**config.mk**
```make
export PLATFORM = sky130hd
export DESIGN_NAME = uart_tx_flat
export DESIGN_NICKNAME = d
export VERILOG_FILES = /design/src/rtl/uart_tx_if.sv /design/src/rtl/uart_tx.sv /design/src/flat_wrapper.sv
export SDC_FILE = /design/constraint.sdc
export NUM_CORES = 1
export LEC_CHECK = 0
export BUFFER_PORTS_ARGS = -buffer_cell sky130_fd_sc_hd__buf_2
export CELL_PAD_IN_SITES_DETAIL_PLACEMENT = 2
export CELL_PAD_IN_SITES_GLOBAL_PLACEMENT = 2
export CORE_MARGIN = 2
export CORE_UTILIZATION = 25
export DETAILED_ROUTE_END_ITERATION = 12
export PLACE_DENSITY_LB_ADDON = 0.1
export SYNTH_ARGS = -nofsm -noshare
export SYNTH_HDL_FRONTEND = slang
export SYNTH_SLANG_ARGS = --single-unit
```
**constraint.sdc**
```tcl
create_clock -name i_clock -period 2.3 [get_ports i_clock]
set_input_delay 0.115 -clock i_clock [delete_from_list [all_inputs] [get_ports i_clock]]
set_output_delay 0.115 -clock i_clock [all_outputs]
set_load 0.005 [all_outputs]
```
**src/rtl/uart_tx_if.sv**
```systemverilog
// Byte-in / serial-out handshake bundle between a UART transmitter and its client.
// The tick shares this bundle because it comes from the common 16x baud generator.
interface uart_tx_if #(
    parameter int DATA_BITS = 8
);
    logic                 i_tick;
    logic                 i_tx_start;
    logic [DATA_BITS-1:0] i_tx_data;
    logic                 o_tx_serial;
    logic                 o_tx_busy;
    logic                 o_tx_done;

    modport master (
        output i_tick,
        output i_tx_start,
        output i_tx_data,
        input  o_tx_serial,
        input  o_tx_busy,
        input  o_tx_done
    );

    modport slave (
        input  i_tick,
        input  i_tx_start,
        input  i_tx_data,
        output o_tx_serial,
        output o_tx_busy,
        output o_tx_done
    );
endinterface

```
**src/rtl/uart_tx.sv**
```systemverilog
// UART transmitter: start bit, DATA_BITS data bits LSB-first, then a STOP_TICKS-long stop,
// timed by a shared 16x oversampling tick. All outputs are registered.
module uart_tx #(
    parameter int DATA_BITS  = 8,
    parameter int STOP_TICKS = 16
) (
    input  logic     i_clock,
    input  logic     i_reset_n,
    uart_tx_if.slave bus
);

    typedef enum logic [4:0] {
        IDLE  = 5'b00001,
        START = 5'b00010,
        DATA  = 5'b00100,
        STOP  = 5'b01000,
        DONE  = 5'b10000
    } state_t;

    localparam logic [4:0] BIT_LAST_TICK  = 5'd15;
    localparam logic [4:0] STOP_LAST_TICK = 5'(STOP_TICKS - 1);
    localparam logic [2:0] LAST_BIT       = 3'(DATA_BITS - 1);

    state_t               state;
    state_t               state_next;
    logic [4:0]           tick_cnt;
    logic [4:0]           tick_cnt_next;
    logic [2:0]           bit_idx;
    logic [2:0]           bit_idx_next;
    logic [DATA_BITS-1:0] shift_reg;
    logic [DATA_BITS-1:0] shift_next;
    logic                 serial_q;
    logic                 busy_q;
    logic                 done_q;

    // Line level for a state; anything but START/DATA (including illegal codes) idles high.
    function automatic logic line_level(input state_t s, input logic lsb);
        case (s)
            START:   return 1'b0;
            DATA:    return lsb;
            default: return 1'b1;
        endcase
    endfunction

    always_ff @(posedge i_clock or negedge i_reset_n) begin
        if (!i_reset_n) begin
            state    <= IDLE;
            tick_cnt <= 5'd0;
            bit_idx  <= 3'd0;
            serial_q <= 1'b1;
            busy_q   <= 1'b0;
            done_q   <= 1'b0;
        end else begin
            state    <= state_next;
            tick_cnt <= tick_cnt_next;
            bit_idx  <= bit_idx_next;
            serial_q <= line_level(state_next, shift_next[0]);
            busy_q   <= (state_next != IDLE);
            done_q   <= (state_next == DONE);
        end
    end

    // Data path carries no reset: its contents are only observed after a fresh load.
    always_ff @(posedge i_clock) begin
        shift_reg <= shift_next;
    end

    always_comb begin
        state_next    = state;
        tick_cnt_next = tick_cnt;
        bit_idx_next  = bit_idx;
        shift_next    = shift_reg;
        case (state)
            IDLE: begin
                tick_cnt_next = 5'd0;
                bit_idx_next  = 3'd0;
                if (bus.i_tx_start) begin
                    shift_next = bus.i_tx_data;
                    state_next = START;
                end
            end
            START: begin
                if (bus.i_tick) begin
                    if (tick_cnt == BIT_LAST_TICK) begin
                        tick_cnt_next = 5'd0;
                        state_next    = DATA;
                    end else begin
                        tick_cnt_next = tick_cnt + 5'd1;
                    end
                end
            end
            DATA: begin
                if (bus.i_tick) begin
                    if (tick_cnt == BIT_LAST_TICK) begin
                        tick_cnt_next = 5'd0;
                        shift_next    = shift_reg >> 1;
                        if (bit_idx == LAST_BIT) begin
                            bit_idx_next = 3'd0;
                            state_next   = STOP;
                        end else begin
                            bit_idx_next = bit_idx + 3'd1;
                        end
                    end else begin
                        tick_cnt_next = tick_cnt + 5'd1;
                    end
                end
            end
            STOP: begin
                if (bus.i_tick) begin
                    if (tick_cnt == STOP_LAST_TICK) begin
                        tick_cnt_next = 5'd0;
                        state_next    = DONE;
                    end else begin
                        tick_cnt_next = tick_cnt + 5'd1;
                    end
                end
            end
            DONE: begin
                tick_cnt_next = 5'd0;
                state_next    = IDLE;
            end
            default: begin
                tick_cnt_next = 5'd0;
                bit_idx_next  = 3'd0;
                state_next    = IDLE;
            end
        endcase
    end

    assign bus.o_tx_serial = serial_q;
    assign bus.o_tx_busy   = busy_q;
    assign bus.o_tx_done   = done_q;

endmodule

```
**src/flat_wrapper.sv**
```systemverilog
// flat-port wrapper written by rule: the top's interface ports become plain ports
module uart_tx_flat 
#(
    parameter int DATA_BITS  = 8,
    parameter int STOP_TICKS = 16
)
  (i_clock, i_reset_n, bus_i_tick, bus_i_tx_start, bus_i_tx_data, bus_o_tx_serial, bus_o_tx_busy, bus_o_tx_done);
  uart_tx_if #(.DATA_BITS(DATA_BITS)) bus_i ();
  input  logic i_clock;
  input  logic i_reset_n;
  input wire logic [$bits(bus_i.i_tick)-1:0] bus_i_tick;
  input wire logic [$bits(bus_i.i_tx_start)-1:0] bus_i_tx_start;
  input wire logic [$bits(bus_i.i_tx_data)-1:0] bus_i_tx_data;
  output wire logic [$bits(bus_i.o_tx_serial)-1:0] bus_o_tx_serial;
  output wire logic [$bits(bus_i.o_tx_busy)-1:0] bus_o_tx_busy;
  output wire logic [$bits(bus_i.o_tx_done)-1:0] bus_o_tx_done;
  assign bus_i.i_tick = bus_i_tick;
  assign bus_i.i_tx_start = bus_i_tx_start;
  assign bus_i.i_tx_data = bus_i_tx_data;
  assign bus_o_tx_serial = bus_i.o_tx_serial;
  assign bus_o_tx_busy = bus_i.o_tx_busy;
  assign bus_o_tx_done = bus_i.o_tx_done;
  uart_tx #(.DATA_BITS(DATA_BITS), .STOP_TICKS(STOP_TICKS)) u_core (.i_clock(i_clock), .i_reset_n(i_reset_n), .bus(bus_i));
endmodule
```
# == Word-level counts from Yosys, hierarchy flattened ==
# Cells that the tools add are included.
# word_totals
latch_bits,0
ff_bits,24
rom_bits,0
out_inout_bits,3
mem_count,0
in_bits,12
ramBits,0
wordCells,52
# classes
n_reduce_logical,5
addsub,2
eq_ne,15
muxes,21
mul,0
order_cmp,0
n_div,0
shift,0
bitwise,1
# ops
op,count
$mux W5,11
$mux W8,3
$pmux W5 S4,1
$pmux W8 S2,1
$eq A5 B2 Y1 const B,2
$eq A5 B3 Y1 const B,2
$eq A5 B4 Y1 const B,2
$eq A5 B5 Y1 const B,2
$mux W3,3
$pmux W3 S2,1
$reduce_or A3 Y1,2
$add A5 B1 Y5 const B,1
$eq A5 B1 Y1 const B,1
$ne A5 B1 Y1 const B,1
$ne A2 B1 Y1 const B,2
$ne A2 B2 Y1 const B,2
$reduce_and A4 Y1,1
$add A3 B1 Y3 const B,1
$eq A3 B3 Y1 const B,1
$reduce_and A3 Y1,1
$pmux W1 S2,1
$reduce_bool A2 Y1,1
$not A1 Y1,1

# == Longest topological paths before layout ==
# Gate-level depths: netlist (run 1).
# logic_depth
ltp_word,7
mapped_depth,6
mapped_depth_nobuf,6

# == Worst setup path after synthesis (run 1) ==
# No wires, ideal clock.
# synth_path
kind,reg-to-reg
from,reg u_core.state[3]
to,reg u_core.shift_reg[1] (enable)
t_required_ps,1981
path_stages_with_launch,6
period_less_slack_ps,1650
slack_ps,650
path_buffers,1
setup_ps,319
t_arrival_ps,1331
path_cell_list,dfrtp_1 > buf_6 > or2_4 > a2111oi_4 > o21ai_2 > inv_1
# synth_via
elab_chain_len,3
word_cells_on_any_way,7
cone_classes,eq/ne (5); reduce/logical (2)
# synth_rtl
element,line_no,rtl
from (decl),uart_tx.sv:24,state_t state;
from (signal assigned),uart_tx.sv:54,state <= state_next;
$eq A5 B3 Y1 / $eq A5 B1 Y1 (equally long branches),uart_tx.sv:73,case (state)
"$ne A2 B1 Y1 (no line), or another cell as far along",n/a,
$reduce_and A4 Y1 (no line) *,n/a,
to (signal assigned),uart_tx.sv:65,shift_reg <= shift_next;
to (decl),uart_tx.sv:30,logic [DATA_BITS-1:0] shift_reg;
# Mark *: on every way between the ends. The rest lies on a longest branch, timed or not.
# A chain may end at the register's enable or synchronous reset.

# == Final worst setup path (run 1) ==
# layout_path
from,reg u_core.state[3]
to,reg u_core.shift_reg[2] (enable)
# The elaborated chain is that of the path after synthesis.

==> impl_metrics.py, run 1 <==
metrics = {
    "status": {
        "outcome": "finished, final reports clean",
    },
    "worst_setup_path": {
        "crit_path_end_kind": "register",
        "worstSetupStartpointType": "register",
        "required_ns": 2.25,
        "critPathArrivalTime_ns": 1.81,
        "crit_type": "reg -> reg",
        "cp_max_fo": 10,
    },
    "global_route": {
        "antenna_found_initial": 0,
        "first_global_vias": 967,
        "grt_pass1_wl_um": 5150,
        "track_usage_pct": 12.2,
        "grt_overflow_total": 0,
        "grt_max_degree": 17,
    },
    "timing": {
        "tns_ns": 0,
        "hold_violations": 0,
        "min_period_ns": 1.86,
        "finalSetupViolations": 0,
        "rsz0062_at_grt": "false",
        "max_freq_mhz": 538,
        "fin_ws_ns": 0.440,
        "finClkSkew_ns": 0.00432,
        "finalCritPeriodShare_pct": 80.9,
        "relSlewSlack_pct": 69.8,
        "slew_viol_final": 0,
        "worst_pin_slew_ns": 0.451,
    },
    "clocking": {
        "post_cts_buffers": 0,
        "ctsHoldBuffers": 1,
        "clkLatencyLatePin_ns": 0.27,
        "ctsHtreeMaxLevel": 1,
        "cts_sinks": 24,
        "cts_made_buffers": 3,
        "clk_transition_reported_paths_ns": 0.09,
        "cts_root_buf": "clkbuf_8",
        "cts_tree": "done",
        "cts_resized": 0,
        "clock_path_buffers": 2,
    },
    "layout": {
        "multi_input_area_um2": 599,
        "nNetsFinal": 143,
        "regArea_um2": 633,
        "fin_area_um2": 1470,
        "drive_above_1_share_pct": 29.9,
        "antennaDiodeCount": 0,
        "fillers": 581,
        "largest_reg_flops": 8,
        "area_delta_synth_final_pct": 15.2,
    },
    "logic_synthesis": {
        "yosysTopAreaCell": "dfrtp_1",
        "ys_types": 42,
        "synth_seq_cells": 24,
        "synth_cells": 110,
        "seq_area_frac_synth_pct": 49.6,
        "synth_top_area_share_pct": 27.4,
        "syn-cell-area_um2": 1280,
        "synth-warning-count": 0,
        "synth_area_leaders": "dfrtp_1 27%, edfxtp_1 16%, dfstp_2 4.1%, nor2_1 4.1%, a22o_1 4.1%",
        "syn-num-nets": 125,
        "avgSynthCellArea_um2": 11.6,
    },
    "power_and_ir_drop": {
        "ir_drop_uv": 433,
        "powerDensity_nw_per_um2": 831,
        "leakage_nw": 0.622,
    },
    "detailed_routing": {
        "drt_iter0_markers": 33,
        "vias_per_cell": 4.52,
        "detail-route-antenna-nets": 0,
        "routed_wl_um": 3050,
        "drc_errors": 0,
        "via_count": 891,
        "avgRoutedWirePerCell_um": 15.5,
        "first_pass_iters": 4,
    },
    "placement": {
        "routabilityCongestion": 0.707,
        "postPlaceCellArea_um2": 1420,
        "hpwl_um": 2290,
        "port_buffers": 14,
        "dp_slack_ns": 0.437,
    },
    "run": {
        "maxCapViolCount": 0,
    },
    "die": {
        "die_area_um2": 5700,
        "rows": 26,
        "fp.dieW_um": 75.5,
        "start_util_pct": 25.5,
        "core-area_um2": 5010,
        "io_pins": 15,
        "fp.dieH_um": 75.5,
    },
    "worst_hold_path": {
        "hp-class": "in -> reg",
    },
}
-- cell families (layout without fill, tap and decap cells) --
group | after synthesis | count (layout) | synth area share [%]
AO/OA/AOI/OAI | 23 | 23 | 16.3
XOR/XNOR | 5 | 5 | 3.43
adder cells (fa/ha/maj) | 3 | 3 | 2.94
buffers and inverters | 8 | 25 | 3.53
flip-flops | 24 | 24 | 49.6
multiplexers | 5 | 5 | 4.70
AND/OR/NAND/NOR | 42 | 42 | 19.6
-- power by group --
part / internal [W] / switching [W]
sequential: 0.000539 / 0.0000606
combinational: 0.000152 / 0.000208
clock: 0.000120 / 0.000145
total: 0.000811 / 0.000413
-- layer usage --
metal	part of all wire [%]	global-route usage, %	vias to the layer above
li1	-	-	423
met1	49	17.1	450
met2	47	20.0	16
met3	3.4	1.98	2
met4	0.30	2.34	0
met5	0	0	-
-- path summary, 6_finish.rpt --
| path | from | end | slack (ns) | cells after the start |
|---|---|---|---|---|
| worst max register to register | u_core.state[3] | u_core.shift_reg[2] | 0.44 | 4 |
| min in group asynchronous | i_reset_n | u_core.tick_cnt[1] | 0.31 | 2 |
| max in group asynchronous | i_reset_n | u_core.state[0] | 1.67 | 2 |
| worst min register to register | u_core.shift_reg[0] | u_core.shift_reg[0] | 0.48 | 2 |
| worst min-delay path | bus_i_tx_data[0] | u_core.shift_reg[0] | 0.06 | 3 |
| worst max-delay path | u_core.state[3] | u_core.shift_reg[2] | 0.44 | 4 |
-- through the flow --
step                total power [W]  hold slack [ns]  utilization, %  cells
floorplan                  0.000869           -0.181               -    110
detailed placement         0.000976           0.0752            28.3    192
global placement           0.000967           0.0709            28.3    192
CTS                         0.00125           0.0631            29.4    197
global route                0.00131           0.0604            29.4    197
finish                      0.00122           0.0578            29.4    197
-- layout by cell type (no fill, tap or decap), types with 2 or more instances in the layout --
| master | instances |
|---|---|
| a21oi_1 | 4 |
| a22o_1 | 6 |
| buf_2 | 14 |
| clkbuf_8 | 3 |
| dfrtp_1 | 14 |
| dfstp_2 | 2 |
| edfxtp_1 | 7 |
| ha_1 | 3 |
| inv_1 | 5 |
| mux2_4 | 2 |
| mux2i_1 | 3 |
| nand2_1 | 9 |
| nand2b_1 | 2 |
| nand3_1 | 2 |
| nor2_1 | 14 |
| o211ai_1 | 2 |
| o21ai_0 | 3 |
| or2_4 | 2 |
| xor2_1 | 4 |
-- worst max-delay path: stages, from the launching register on --
cell and delay, ns:
dfrtp_1 0.53, or2_4 0.33, a2111oi_4 0.33, o21ai_2 0.11, inv_1 0.25
-- final cells by class --
type	instances	area share, %
sequential	24	43.0
multi-input combinational	78	40.7
timing repair buffer	16	5.95
tap	70	5.95
clock buffer	3	2.81
inverter	5	1.28
clock inverter	1	0.255
-- cells in the mapped netlist, drive strengths merged --
master	n
nand3b	1
nand3	3
nand2	10
dfrtp	14
nand4	2
ha	3
a21oi	5
o211ai	3
a22oi	2
o221a	1
edfxtp	7
buf	3
xor2	4
nand2b	2
a22o	6
and3	1
a2111oi	1
dfxtp	1
and2	1
or2	2
nor2	16
and2b	1
dfstp	2
nor3	2
o21ai	4
or3b	1
mux2i	3
mux2	2
xnor2	1
inv	5
o22a	1
(Power assumes the default switching activity.)
==> run 2, diff against run 1 <==
==> constraint.sdc (replaced) <==
create_clock -name i_clock -period 1.64 [get_ports i_clock]
set_input_delay 0.082 -clock i_clock [delete_from_list [all_inputs] [get_ports i_clock]]
set_output_delay 0.082 -clock i_clock [all_outputs]
set_load 0.005 [all_outputs]
==> run 2 against run 1 <==
Global-route usage up 0.92 points. Wire length is 7.9% higher. Clock-buffer cell count is the same. Worst hold slack got worse by 0.051 ns. Die area stayed put. Non-clock buffer count is 28 higher. Sequential power rose by 37%. Largest power group unchanged.
==> impl_metrics.py, run 2 (synthesized netlist as in run 1, its figures left out) <==
metrics = {
    "power_and_ir_drop": {
        "powerDensity_nw_per_um2": 1190,
        "leakage_nw": 0.784,
        "ir_drop_uv": 424,
        "total_power_w": 0.00211,
    },
    "global_route": {
        "first_global_vias": 1159,
        "grt_util_met3_pct": 1.98,
        "grt_max_degree": 17,
        "busiest_layer": "met2",
        "use_met1_pct": 17.6,
        "grt_pass1_wl_um": 5600,
        "track_usage_pct": 13.1,
        "use_met2_pct": 22.7,
        "antenna_found_initial": 0,
        "grt_overflow_total": 0,
    },
    "die": {
        "io_pins": 15,
        "fp.dieW_um": 75.5,
        "rows": 26,
        "start_util_pct": 25.5,
        "fp.dieH_um": 75.5,
        "core-area_um2": 5010,
        "die_area_um2": 5700,
    },
    "timing": {
        "worst_pin_slew_ns": 0.383,
        "relSlewSlack_pct": 74.5,
        "finClkSkew_ns": 0.00369,
        "hold_violations": 0,
        "finalSetupViolations": 0,
        "slew_viol_final": 0,
        "fin_hold_ws_ns": 0.00720,
        "min_period_ns": 1.60,
        "rsz0062_at_grt": "true",
        "fin_ws_ns": 0.0382,
        "finalCritPeriodShare_pct": 97.7,
        "max_freq_mhz": 624,
    },
    "clocking": {
        "cts_root_buf": "clkbuf_8",
        "clk_transition_reported_paths_ns": 0.10,
        "cts_made_buffers": 3,
        "clock_path_buffers": 2,
        "cts_sinks": 24,
        "cts_tree": "done",
        "ctsHtreeMaxLevel": 1,
        "clkLatencyLatePin_ns": 0.27,
    },
    "layout": {
        "fillers": 564,
        "area_delta_synth_final_pct": 39.2,
        "fin_cells": 225,
        "largest_reg_flops": 8,
        "nNetsFinal": 171,
        "antennaDiodeCount": 0,
        "layout_common_cells": "26 x buf_4, 14 x buf_2, 13 x nor2_1, 13 x dfrtp_1, 8 x nand2_1",
        "final_util_pct": 35.5,
        "final_common_cell": "buf_4",
        "drive_above_1_share_pct": 48.4,
    },
    "worst_setup_path": {
        "reg2reg_depth": 6,
        "critPathMostFrequentCell": "buf_4",
        "worst-path-buf-inv": 2,
        "crit_path_end_kind": "register",
        "cpPeakStageDelay_ns": 0.42,
        "required_ns": 1.80,
        "crit_chain": "buf_4, nor2_2, buf_4, nand3_4, a21oi_4, mux2_4",
        "worstSetupPathDepth": 6,
        "worstSetupStartpointType": "register",
        "cp_max_fo": 5,
        "critPathArrivalTime_ns": 1.76,
        "worst_path_dominant_cell_family": "flip-flops",
        "slowest_stage": "dfrtp_1",
        "crit_type": "reg -> reg",
    },
    "detailed_routing": {
        "first_pass_iters": 2,
        "via_count": 1001,
        "drt_iter0_markers": 33,
        "detail-route-antenna-nets": 0,
        "vias_per_cell": 4.45,
        "avgRoutedWirePerCell_um": 14.6,
        "routed_wl_um": 3290,
        "drc_errors": 0,
    },
    "placement": {
        "dp_slack_ns": -0.0510,
        "dp.cells": 213,
        "port_buffers": 14,
        "hpwl_um": 2660,
        "routabilityCongestion": 0.787,
    },
    "run": {
        "maxCapViolCount": 0,
    },
    "worst_hold_path": {
        "hold_depth": 3,
        "hp-class": "in -> reg",
    },
    "status": {
        "outcome": "finished, final reports clean",
    },
}
==> run 2: worst paths after layout <==
kind,startpoint,end,slack [ns]
min,bus_i_tx_data[0],u_core.shift_reg[0],0.007
max,u_core.state[4],u_core.bit_idx[1],0.04
max reg2reg,u_core.state[4],u_core.bit_idx[1],0.04
min reg2reg,u_core.bit_idx[2],u_core.bit_idx[2],0.54
min in group asynchronous,i_reset_n,u_core.tick_cnt[0],0.26
max in group asynchronous,i_reset_n,u_core.bus.o_tx_serial,1.07
==> run 2: cell type report <==
| class | count | area [µm²] | area share, % |
|---|---|---|---|
| multi-input cells | 78 | 648 | 36.5 |
| inverters | 5 | 18.8 | 1.06 |
| flip-flops and latches | 24 | 634 | 35.7 |
| well taps | 70 | 87.6 | 4.93 |
| repair buffers | 44 | 318 | 17.9 |
| clock buffers | 3 | 41.3 | 2.32 |
| clock inverters | 1 | 30.0 | 1.69 |
==> run 2: through the flow <==
stage / area, µm² / setup TNS, ns
6_report: 1780 / 0
5_1_grt: 1780 / -0.0640
4_1_cts: 1730 / -0.000566
3_5_place_dp: 1590 / -0.257
3_3_place_gp: 1590 / 0
2_1_floorplan: 1280 / 0
==> run 2: repair_timing <==
| action | CTS | global route |
|---|---|---|
| setup endpoints to repair | 15 | 20 |
| gates resized for setup | 5 | 8 |
| setup buffers | 4 | 3 |
| hold buffers | 1 | 0 |
| pin swaps | 7 | 11 |
| hold endpoints to repair | 14 | 0 |
==> run 2: per-layer routing <==
metal / share of wire (%) / wire length (µm)
met1: 48 / 1570
met4: 0.27 / 9
met3: 1.5 / 48
met2: 50 / 1650
met5: 0 / 0
==> run 2: report_power, final <==
group | switching, W | internal, W
registers | 0.0000664 | 0.000755
logic | 0.000363 | 0.000392
clock network | 0.000208 | 0.000326
==> run 2: worst register-to-register path, stage by stage (launching register included) <==
cell	delay, ns
dfrtp_1	0.42
buf_4	0.18
nor2_2	0.16
buf_4	0.15
nand3_4	0.07
a21oi_4	0.20
mux2_4	0.31
